===== src/rtl/int_pkg.sv =====
// Shared definitions for the interrupt controller.
//   ch_state_t   : per-channel state (IDLE / REQ / SERVICE)
//   CFG_ENABLE   : cfg_addr value selecting the enable register
//   CFG_FIQSEL   : cfg_addr value selecting the FIQ-select register
//   DEF_*_BASE   : default vector bases
//   vec_addr()   : base + 4*id with id zero-extended, 32-bit arithmetic
package int_pkg;

    typedef enum logic [1:0] {
        ST_IDLE    = 2'd0,
        ST_REQ     = 2'd1,
        ST_SERVICE = 2'd2
    } ch_state_t;

    localparam logic CFG_ENABLE = 1'b0;
    localparam logic CFG_FIQSEL = 1'b1;

    localparam logic [31:0] DEF_IRQ_BASE = 32'h0000_0020;
    localparam logic [31:0] DEF_FIQ_BASE = 32'h0000_0040;

    function automatic logic [31:0] vec_addr(input logic [31:0] base, input logic [3:0] id);
        return base + {26'd0, id, 2'b00};
    endfunction

endpackage


===== src/rtl/int_channel.sv =====
// One interrupt channel (used once for FIQ, once for IRQ).
// Ports:
//   clk, rst   : clock, synchronous active-high reset
//   eligible   : sources this channel may dispatch (pending & enable & routing)
//   ack, eoi   : acknowledge / end-of-interrupt, already qualified for this channel
//   state      : current FSM state (also the debug view of the channel)
//   id         : source latched when the channel entered REQ
//   take       : high in the cycle an ack is accepted; top clears pending[id]
//   nxt_req    : channel will be in REQ after this edge
//   nxt_id     : id the channel will hold after this edge
// Handshake: the line is asserted while state is REQ; an ack is accepted only
// in REQ and an eoi only in SERVICE, any other ack/eoi is ignored.
module int_channel
    import int_pkg::*;
#(
    parameter int N_SRC = 4
) (
    input  logic             clk,
    input  logic             rst,
    input  logic [N_SRC-1:0] eligible,
    input  logic             ack,
    input  logic             eoi,
    output ch_state_t        state,
    output logic [3:0]       id,
    output logic             take,
    output logic             nxt_req,
    output logic [3:0]       nxt_id
);

    ch_state_t  state_nxt;
    logic       found;
    logic [3:0] win;

    // Lowest index wins: scan downward so the last hit is the smallest index.
    always_comb begin
        found = 1'b0;
        win   = 4'd0;
        for (int i = N_SRC - 1; i >= 0; i--) begin
            if (eligible[i]) begin
                found = 1'b1;
                win   = 4'(i);
            end
        end
    end

    always_comb begin
        state_nxt = state;
        nxt_id    = id;
        take      = 1'b0;
        case (state)
            ST_IDLE: begin
                if (found) begin
                    state_nxt = ST_REQ;
                    nxt_id    = win;
                end
            end
            ST_REQ: begin
                // Committed: only an ack moves it on, eligibility is not rechecked.
                if (ack) begin
                    take      = 1'b1;
                    state_nxt = ST_SERVICE;
                end
            end
            ST_SERVICE: begin
                if (eoi) begin
                    state_nxt = ST_IDLE;
                end
            end
            default: state_nxt = ST_IDLE;
        endcase
        nxt_req = (state_nxt == ST_REQ);
    end

    always_ff @(posedge clk) begin
        if (rst) begin
            state <= ST_IDLE;
            id    <= 4'd0;
        end else begin
            state <= state_nxt;
            id    <= nxt_id;
        end
    end

endmodule


===== src/rtl/int_ctrl.sv =====
// Interrupt controller: edge-detects source requests, applies enable and
// FIQ/IRQ routing, and drives EX_irq / EX_fiq / INT_Vector to the CPU through
// a request -> ack -> eoi handshake per channel.
// Ports:
//   clk, Rst              : clock, synchronous active-high reset
//   src_req               : source request levels (rising edge posts)
//   cfg_we/addr/wdata     : config write (addr 0 enable, 1 FIQ select)
//   int_ack, int_eoi      : CPU handshake pulses, int_ack_fiq selects channel
//   EX_irq, EX_fiq        : request lines to the CPU
//   INT_Vector            : handler address of the active request
//   pending               : latched, not yet acknowledged sources
//   irq_id, fiq_id        : source held by each channel
//   irq_busy, fiq_busy    : channel not idle
module int_ctrl
    import int_pkg::*;
#(
    parameter int          N_SRC    = 4,
    parameter logic [31:0] IRQ_BASE = DEF_IRQ_BASE,
    parameter logic [31:0] FIQ_BASE = DEF_FIQ_BASE
) (
    input  logic             clk,
    input  logic             Rst,
    input  logic [N_SRC-1:0] src_req,
    input  logic             cfg_we,
    input  logic             cfg_addr,
    input  logic [N_SRC-1:0] cfg_wdata,
    input  logic             int_ack,
    input  logic             int_ack_fiq,
    input  logic             int_eoi,
    output logic             EX_irq,
    output logic             EX_fiq,
    output logic [31:0]      INT_Vector,
    output logic [N_SRC-1:0] pending,
    output logic [3:0]       irq_id,
    output logic [3:0]       fiq_id,
    output logic             irq_busy,
    output logic             fiq_busy
);

    logic [N_SRC-1:0] src_prev;
    logic [N_SRC-1:0] enable;
    logic [N_SRC-1:0] fiqsel;
    logic [N_SRC-1:0] pend_set;
    logic [N_SRC-1:0] pend_clr;

    ch_state_t  irq_state, fiq_state;
    logic       irq_take, fiq_take;
    logic       irq_nxt_req, fiq_nxt_req;
    logic [3:0] irq_nxt_id, fiq_nxt_id;

    int_channel #(.N_SRC(N_SRC)) u_irq (
        .clk      (clk),
        .rst      (Rst),
        .eligible (pending & enable & ~fiqsel),
        .ack      (int_ack & ~int_ack_fiq),
        .eoi      (int_eoi & ~int_ack_fiq),
        .state    (irq_state),
        .id       (irq_id),
        .take     (irq_take),
        .nxt_req  (irq_nxt_req),
        .nxt_id   (irq_nxt_id)
    );

    int_channel #(.N_SRC(N_SRC)) u_fiq (
        .clk      (clk),
        .rst      (Rst),
        .eligible (pending & enable & fiqsel),
        .ack      (int_ack & int_ack_fiq),
        .eoi      (int_eoi & int_ack_fiq),
        .state    (fiq_state),
        .id       (fiq_id),
        .take     (fiq_take),
        .nxt_req  (fiq_nxt_req),
        .nxt_id   (fiq_nxt_id)
    );

    // Lines and busy flags are pure decodes of the state registers.
    assign EX_irq   = (irq_state == ST_REQ);
    assign EX_fiq   = (fiq_state == ST_REQ);
    assign irq_busy = (irq_state != ST_IDLE);
    assign fiq_busy = (fiq_state != ST_IDLE);

    assign pend_set = src_req & ~src_prev;

    always_comb begin
        pend_clr = '0;
        for (int k = 0; k < N_SRC; k++) begin
            if ((irq_take && irq_id == 4'(k)) || (fiq_take && fiq_id == 4'(k))) begin
                pend_clr[k] = 1'b1;
            end
        end
    end

    always_ff @(posedge clk) begin
        if (Rst) begin
            src_prev   <= '0;
            pending    <= '0;
            enable     <= '0;
            fiqsel     <= '0;
            INT_Vector <= 32'd0;
        end else begin
            src_prev <= src_req;
            // A new edge wins over a clear of the same bit.
            pending  <= (pending & ~pend_clr) | pend_set;
            if (cfg_we) begin
                if (cfg_addr == CFG_ENABLE) enable <= cfg_wdata;
                else                        fiqsel <= cfg_wdata;
            end
            // Vector follows the channel states this edge produces so it is
            // valid together with the line; FIQ has precedence on the shared bus.
            if (fiq_nxt_req)      INT_Vector <= vec_addr(FIQ_BASE, fiq_nxt_id);
            else if (irq_nxt_req) INT_Vector <= vec_addr(IRQ_BASE, irq_nxt_id);
        end
    end

endmodule


===== config.mk =====
export PLATFORM = sky130hd
export DESIGN_NAME = int_ctrl
export DESIGN_NICKNAME = d
export VERILOG_FILES = /design/src/rtl/int_pkg.sv /design/src/rtl/int_channel.sv /design/src/rtl/int_ctrl.sv
export SDC_FILE = /design/constraint.sdc
export NUM_CORES = 1
export LEC_CHECK = 0
export BUFFER_PORTS_ARGS = -buffer_cell sky130_fd_sc_hd__buf_2
export CAP_MARGIN = 20
export CORE_UTILIZATION = 30
export DETAILED_ROUTE_END_ITERATION = 6
export HOLD_SLACK_MARGIN = 0.06
export PLACE_DENSITY = 0.52
export REMOVE_ABC_BUFFERS = 1
export SLEW_MARGIN = 5
export SYNTH_ARGS = -nofsm -noshare
export SYNTH_HDL_FRONTEND = slang
export SYNTH_SLANG_ARGS = --single-unit

===== constraint.sdc =====
create_clock -name clk -period 1.5 [get_ports clk]
set_input_delay 0.075 -clock clk [delete_from_list [all_inputs] [get_ports clk]]
set_output_delay 0.075 -clock clk [all_outputs]
set_load 0.02 [all_outputs]

Word-level counts from Yosys, hierarchy flattened
Index checks and enable logic that the tools add are counted.

Shift operators: 0. Bitwise logic cells: 15. $add $sub $neg: 2. Muxes and demuxes: 38. Magnitude comparators: 0. Multipliers: 0. Equal/unequal tests: 12. Reductions and logical operators: 21. Div/mod/pow operators: 0.

Operators with widths (number): two-way mux 32 bit (2); two-way mux 2 bit (14); bitwise AND 4 bit (5); equality test 4 x 2 -> 1 bit (second input constant) (4); two-way mux 1 bit (16); two-way mux 4 bit (4); NOT 4 bit (3); case mux 2 bit (3 select lines) (2); adder 7 x 6 -> 8 bit (first input constant) (1); equality test 2 x 1 -> 1 bit (second input constant) (4); equality test 4 x 1 -> 1 bit (second input constant) (2); logical AND 1 bit (8); logical NOT 4 bit (2); adder 6 x 6 -> 7 bit (first input constant) (1); nonzero test 2 bit (3); bitwise AND 1 bit (4); equality test 2 bit (second input constant) (2); logical NOT 2 bit (2); logical OR 1 bit (4); OR 4 bit (1); AND reduction 2 bit (2); NOT 1 bit (2).

Bits in latches: 0. Bits in registers: 60. Memory bits (writable): 0. Memories: 0. ROM bits: 0.

Depth between registers and ports, before layout
Word-level depth: 11. Mapped depth: 6. Mapped depth without buffers: 6.

Cells and area by module
A second synthesis with hierarchy kept.

Cell total of the unflattened synthesis: 201. Area total of the unflattened synthesis: 1780.5 µm².

Modules (own cells, without submodules): int_ctrl (area an instance 1189.9 µm², instances 1, sequential area each 420.4 µm², cells each 137); int_channel (area an instance 295.3 µm², instances 2, sequential area each 120.1 µm², cells each 32).

Worst setup path before layout
OpenSTA, ideal clock, no wires.

Path type: register to register. Start point: register u_fiq.state[1]. End point: register pending[3]. Cell stages (with the launch flop): 6. Library setup time: 0.117 ns. Slack: 0.002 ns. Clock period less this slack: 1.498 ns. Data arrival time: 1.381 ns. Path buffers: 0. Data required time: 1.383 ns. Cell sequence: dfxtp_1 -> and2b_1 -> nor4b_4 -> and3_1 -> a31oi_1 -> a32o_1.

Word-level cells in the longest chain between the ends: 8.

Ends and longest elaborated chain: start, declared (line int_channel.sv:23) `output ch_state_t state,`; start signal, assigned (line int_channel.sv:79) `state <= state_nxt;`; equality test 2 x 1 -> 1 bit; named net EX_fiq (line int_ctrl.sv:31) `output logic EX_fiq,`; two-way mux 1 bit (line int_channel.sv:50) `case (state)`; logical AND 1 bit (line int_ctrl.sv:88) `if ((irq_take && irq_id == 4'(k)) || (fiq_take && fiq_id == 4'(k))) begin`; logical OR 1 bit (line int_ctrl.sv:88); two-way mux 1 bit (line int_ctrl.sv:88); NOT 4 bit (line int_ctrl.sv:104) `pending <= (pending & ~pend_clr) | pend_set;`; bitwise AND 4 bit (line int_ctrl.sv:104); OR 4 bit (line int_ctrl.sv:104); end signal, assigned (line int_ctrl.sv:104); end, declared (line int_ctrl.sv:33) `output logic [N_SRC-1:0] pending,`.

The timed path passes the listed nets, and every way through them passes these cells. A chain may end at the register's enable or synchronous reset.

Worst setup path after layout
Start point: register u_fiq.state[1]. End point: register pending[0].

Word-level cells in the longest chain between the ends: 8.

Ends and longest elaborated chain (line): equality test 2 x 1 -> 1 bit (int_channel.sv:50); two-way mux 1 bit (int_channel.sv:50); logical AND 1 bit (int_ctrl.sv:88); logical OR 1 bit (int_ctrl.sv:88); two-way mux 1 bit (int_ctrl.sv:88); NOT 4 bit (int_ctrl.sv:104); bitwise AND 4 bit (int_ctrl.sv:104); OR 4 bit (int_ctrl.sv:104).

No other way between the ends.

==> out/metrics.cfg <==
[run_status]
outcome = complete, no violations

[floorplan]
dieArea_um2 = 5770
die_w_um = 76.0
chipHeight_um = 76.0
row_count = 26
start_util_pct = 31.7
io_pins = 63
core_um2 = 5170

[timing]
setup_viol = 0
rsz0062_at_grt = true
max_freq_mhz = 707
period_minus_slack_ns = 1.41
clock-skew-final_ns = 0.00944
finalMaxSlewViolations = 0
hold_viol = 0
finalCritPeriodShare_pct = 94.3
finalSetupTns_ns = 0

[drt]
wl_met3_um = 206
wirelength_met1_um = 1810
ant_nets = 0
first_pass_iters = 4
viasPerCell = 4.46
top_layer = met4
drc_errors = 0
dr_total_vias = 1409
drtIter0Drc = 65
wl_met2_um = 1680
wl_per_cell_um = 11.9
routed_wl_um = 3760

[setup_path]
critPathCaptureType = register
rrSetupSlack_ns = 0.09
cp_max_fo = 4
crit_required_ns = 1.68
worstSetupPathType = reg -> reg
r2r_cells = 5
crit_path_start_kind = register
arrival_ns = 1.60

[clocking]
clock_latency_ns = 0.29
cts.path.max_buffers = 2
clock_sinks = 33
clk_pin_slew_ns = 0.07
ctsHtreeMaxLevel = 2
cts_tree = yes
cts_buffers = 5
cts_root_buffer = clkbuf_8

[cells_and_area]
instances_no_fill = 316
area_growth_pct = 23.1
num-nets-final = 260
n_antenna_cell = 0
utilization_pct = 39.1
fin_area_um2 = 2020
drive_gt1_share_pct = 26.4

[logic_synthesis]
syn_avg_cell_area_um2 = 8.55
synth_edf_count = 0
synth_warnings = 0
syn_inst = 192
seq_area_frac_synth_pct = 40.2
synthFlopType = dfxtp_1
ys_types = 38
synthArstFlopShare_pct = 0
syn_area_um2 = 1640
synth_seq_cells = 33

[global_routing]
gr-usage-all-layers_pct = 13.9
grt_max_degree = 16
overflow = 0
antenna_found_initial = 0
grt_pass1_vias = 1267
grt_pass1_wl_um = 6200

[pwr]
peakVddDrop_mv = 0.362
p_leak_nw = 0.962
power.density_nw_per_um2 = 944

[job]
maxCapViolCount = 0

[placement]
placedCellCount = 300
gp_congestion = 0.830
hpwl_um = 2880
port_buffers = 35
placed_area_um2 = 1840

[min_path]
hold_class = in -> reg
hold_depth = 2

==> stage by stage <==
step / hold WS, ns / power [mW] / setup slack, ns
floorplan: 0.144 / 1.16 / 0.00151
global placement: 0.323 / 1.26 / 0.0614
detailed placement: 0.330 / 1.26 / 0.0538
CTS: 0.0731 / 1.92 / 0.0394
global route: 0.0831 / 2.02 / -0.00328
finish: 0.0738 / 1.91 / 0.0853
==> cell usage after synthesis, types with 2 or more instances <==
cell type / n / share of area, %
nor3b_2: 2 / 1.5
buf_1: 2 / 0.46
and2_1: 6 / 2.3
inv_1: 6 / 1.4
nor2b_1: 5 / 1.9
a2bb2oi_1: 3 / 1.6
nand3_1: 9 / 2.7
nand2b_1: 4 / 1.5
o22ai_1: 2 / 0.76
buf_4: 27 / 12
a32o_1: 2 / 1.2
o2bb2ai_1: 2 / 1.1
dfxtp_1: 33 / 40
nand2_1: 20 / 4.6
nand4_1: 2 / 0.76
nand3b_1: 6 / 2.7
a31oi_1: 4 / 1.5
inv_2: 2 / 0.46
and3_1: 4 / 1.5
a211oi_1: 2 / 0.91
nor2_1: 13 / 3.0
mux2i_1: 5 / 3.0
o21ai_0: 5 / 1.5
a21oi_1: 12 / 3.7
==> final timing paths <==
path,start,to
setup / recovery,u_fiq.state[1],pending[0]
hold / removal,Rst,u_fiq.state[1]
setup reg to reg,u_fiq.state[1],pending[0]
hold reg to reg,fiqsel[0],fiqsel[0]
==> cells in the final DEF, fill, tap and decap left out, types with 5 or more instances in the layout <==
cell,synthesis,layout
a21oi_1,12,12
and2_1,6,6
buf_2,0,35
buf_4,27,8
clkbuf_8,0,5
conb_1,1,27
dfxtp_1,33,28
dfxtp_2,0,5
dlygate4sd3_1,0,7
inv_1,6,6
mux2i_1,5,5
nand2_1,20,20
nand3_1,9,9
nand3b_1,6,6
nor2_1,13,12
nor2b_1,5,5
o21ai_0,5,5
==> kinds of logic (layout without fill, tap and decap cells) <==
logic type / after synthesis / count (layout) / synth area share [%]
simple gates: 78 / 78 / 26.8
buf+inv: 39 / 67 / 15.1
compound gates: 36 / 36 / 14.6
flops: 33 / 33 / 40.2
mux: 5 / 5 / 3.05
other cells: 1 / 27 / 0.228
==> registers in the layout (all words and copies together), names as in the netlist <==
name,cells
u_irq.state,2
fiqsel,4
INT_Vector,5
src_prev,4
u_irq.id,4
enable,4
u_fiq.state,2
pending,4
u_fiq.id,4
==> metal layers <==
| layer | GRT usage (%) | up-vias |
|---|---|---|
| met1 | 18.2 | 631 |
| met2 | 21.5 | 55 |
| met4 | 5.77 | 0 |
| met3 | 3.95 | 6 |
| li1 | - | 717 |
| met5 | 0 | - |
==> power by group <==
part	switching [mW]	total [mW]	leakage (nW)	internal, mW
clock network	0.324	0.646	0.0450	0.321
registers	0.0360	0.955	0.272	0.919
logic	0.200	0.306	0.645	0.107
total	0.560	1.91	0.962	1.35
==> final cells by class <==
cell class,instances,area [um2]
clock inverters,2,10.0
fillers,544,3150
multi-input cells,146,845
clock buffers,6,72.6
repair buffers,50,305
inverters,9,33.8
flip-flops and latches,33,667
well taps,70,87.6
==> worst max-delay path, cell delays in order, from the launching register on <==
cell     delay (ns)
dfxtp_2        0.33
and2b_1        0.20
nor4b_4        0.25
nor3b_2        0.21
nor2_1         0.08
a32o_1         0.25
==> repair_timing <==
action,CTS,global route
endpoints found under the hold margin,11,0
resized for setup,0,8
setup endpoints to repair,0,5
buffers inserted,0,1
hold buffers,7,0
No activity file was read; power rests on OpenSTA's default activity.
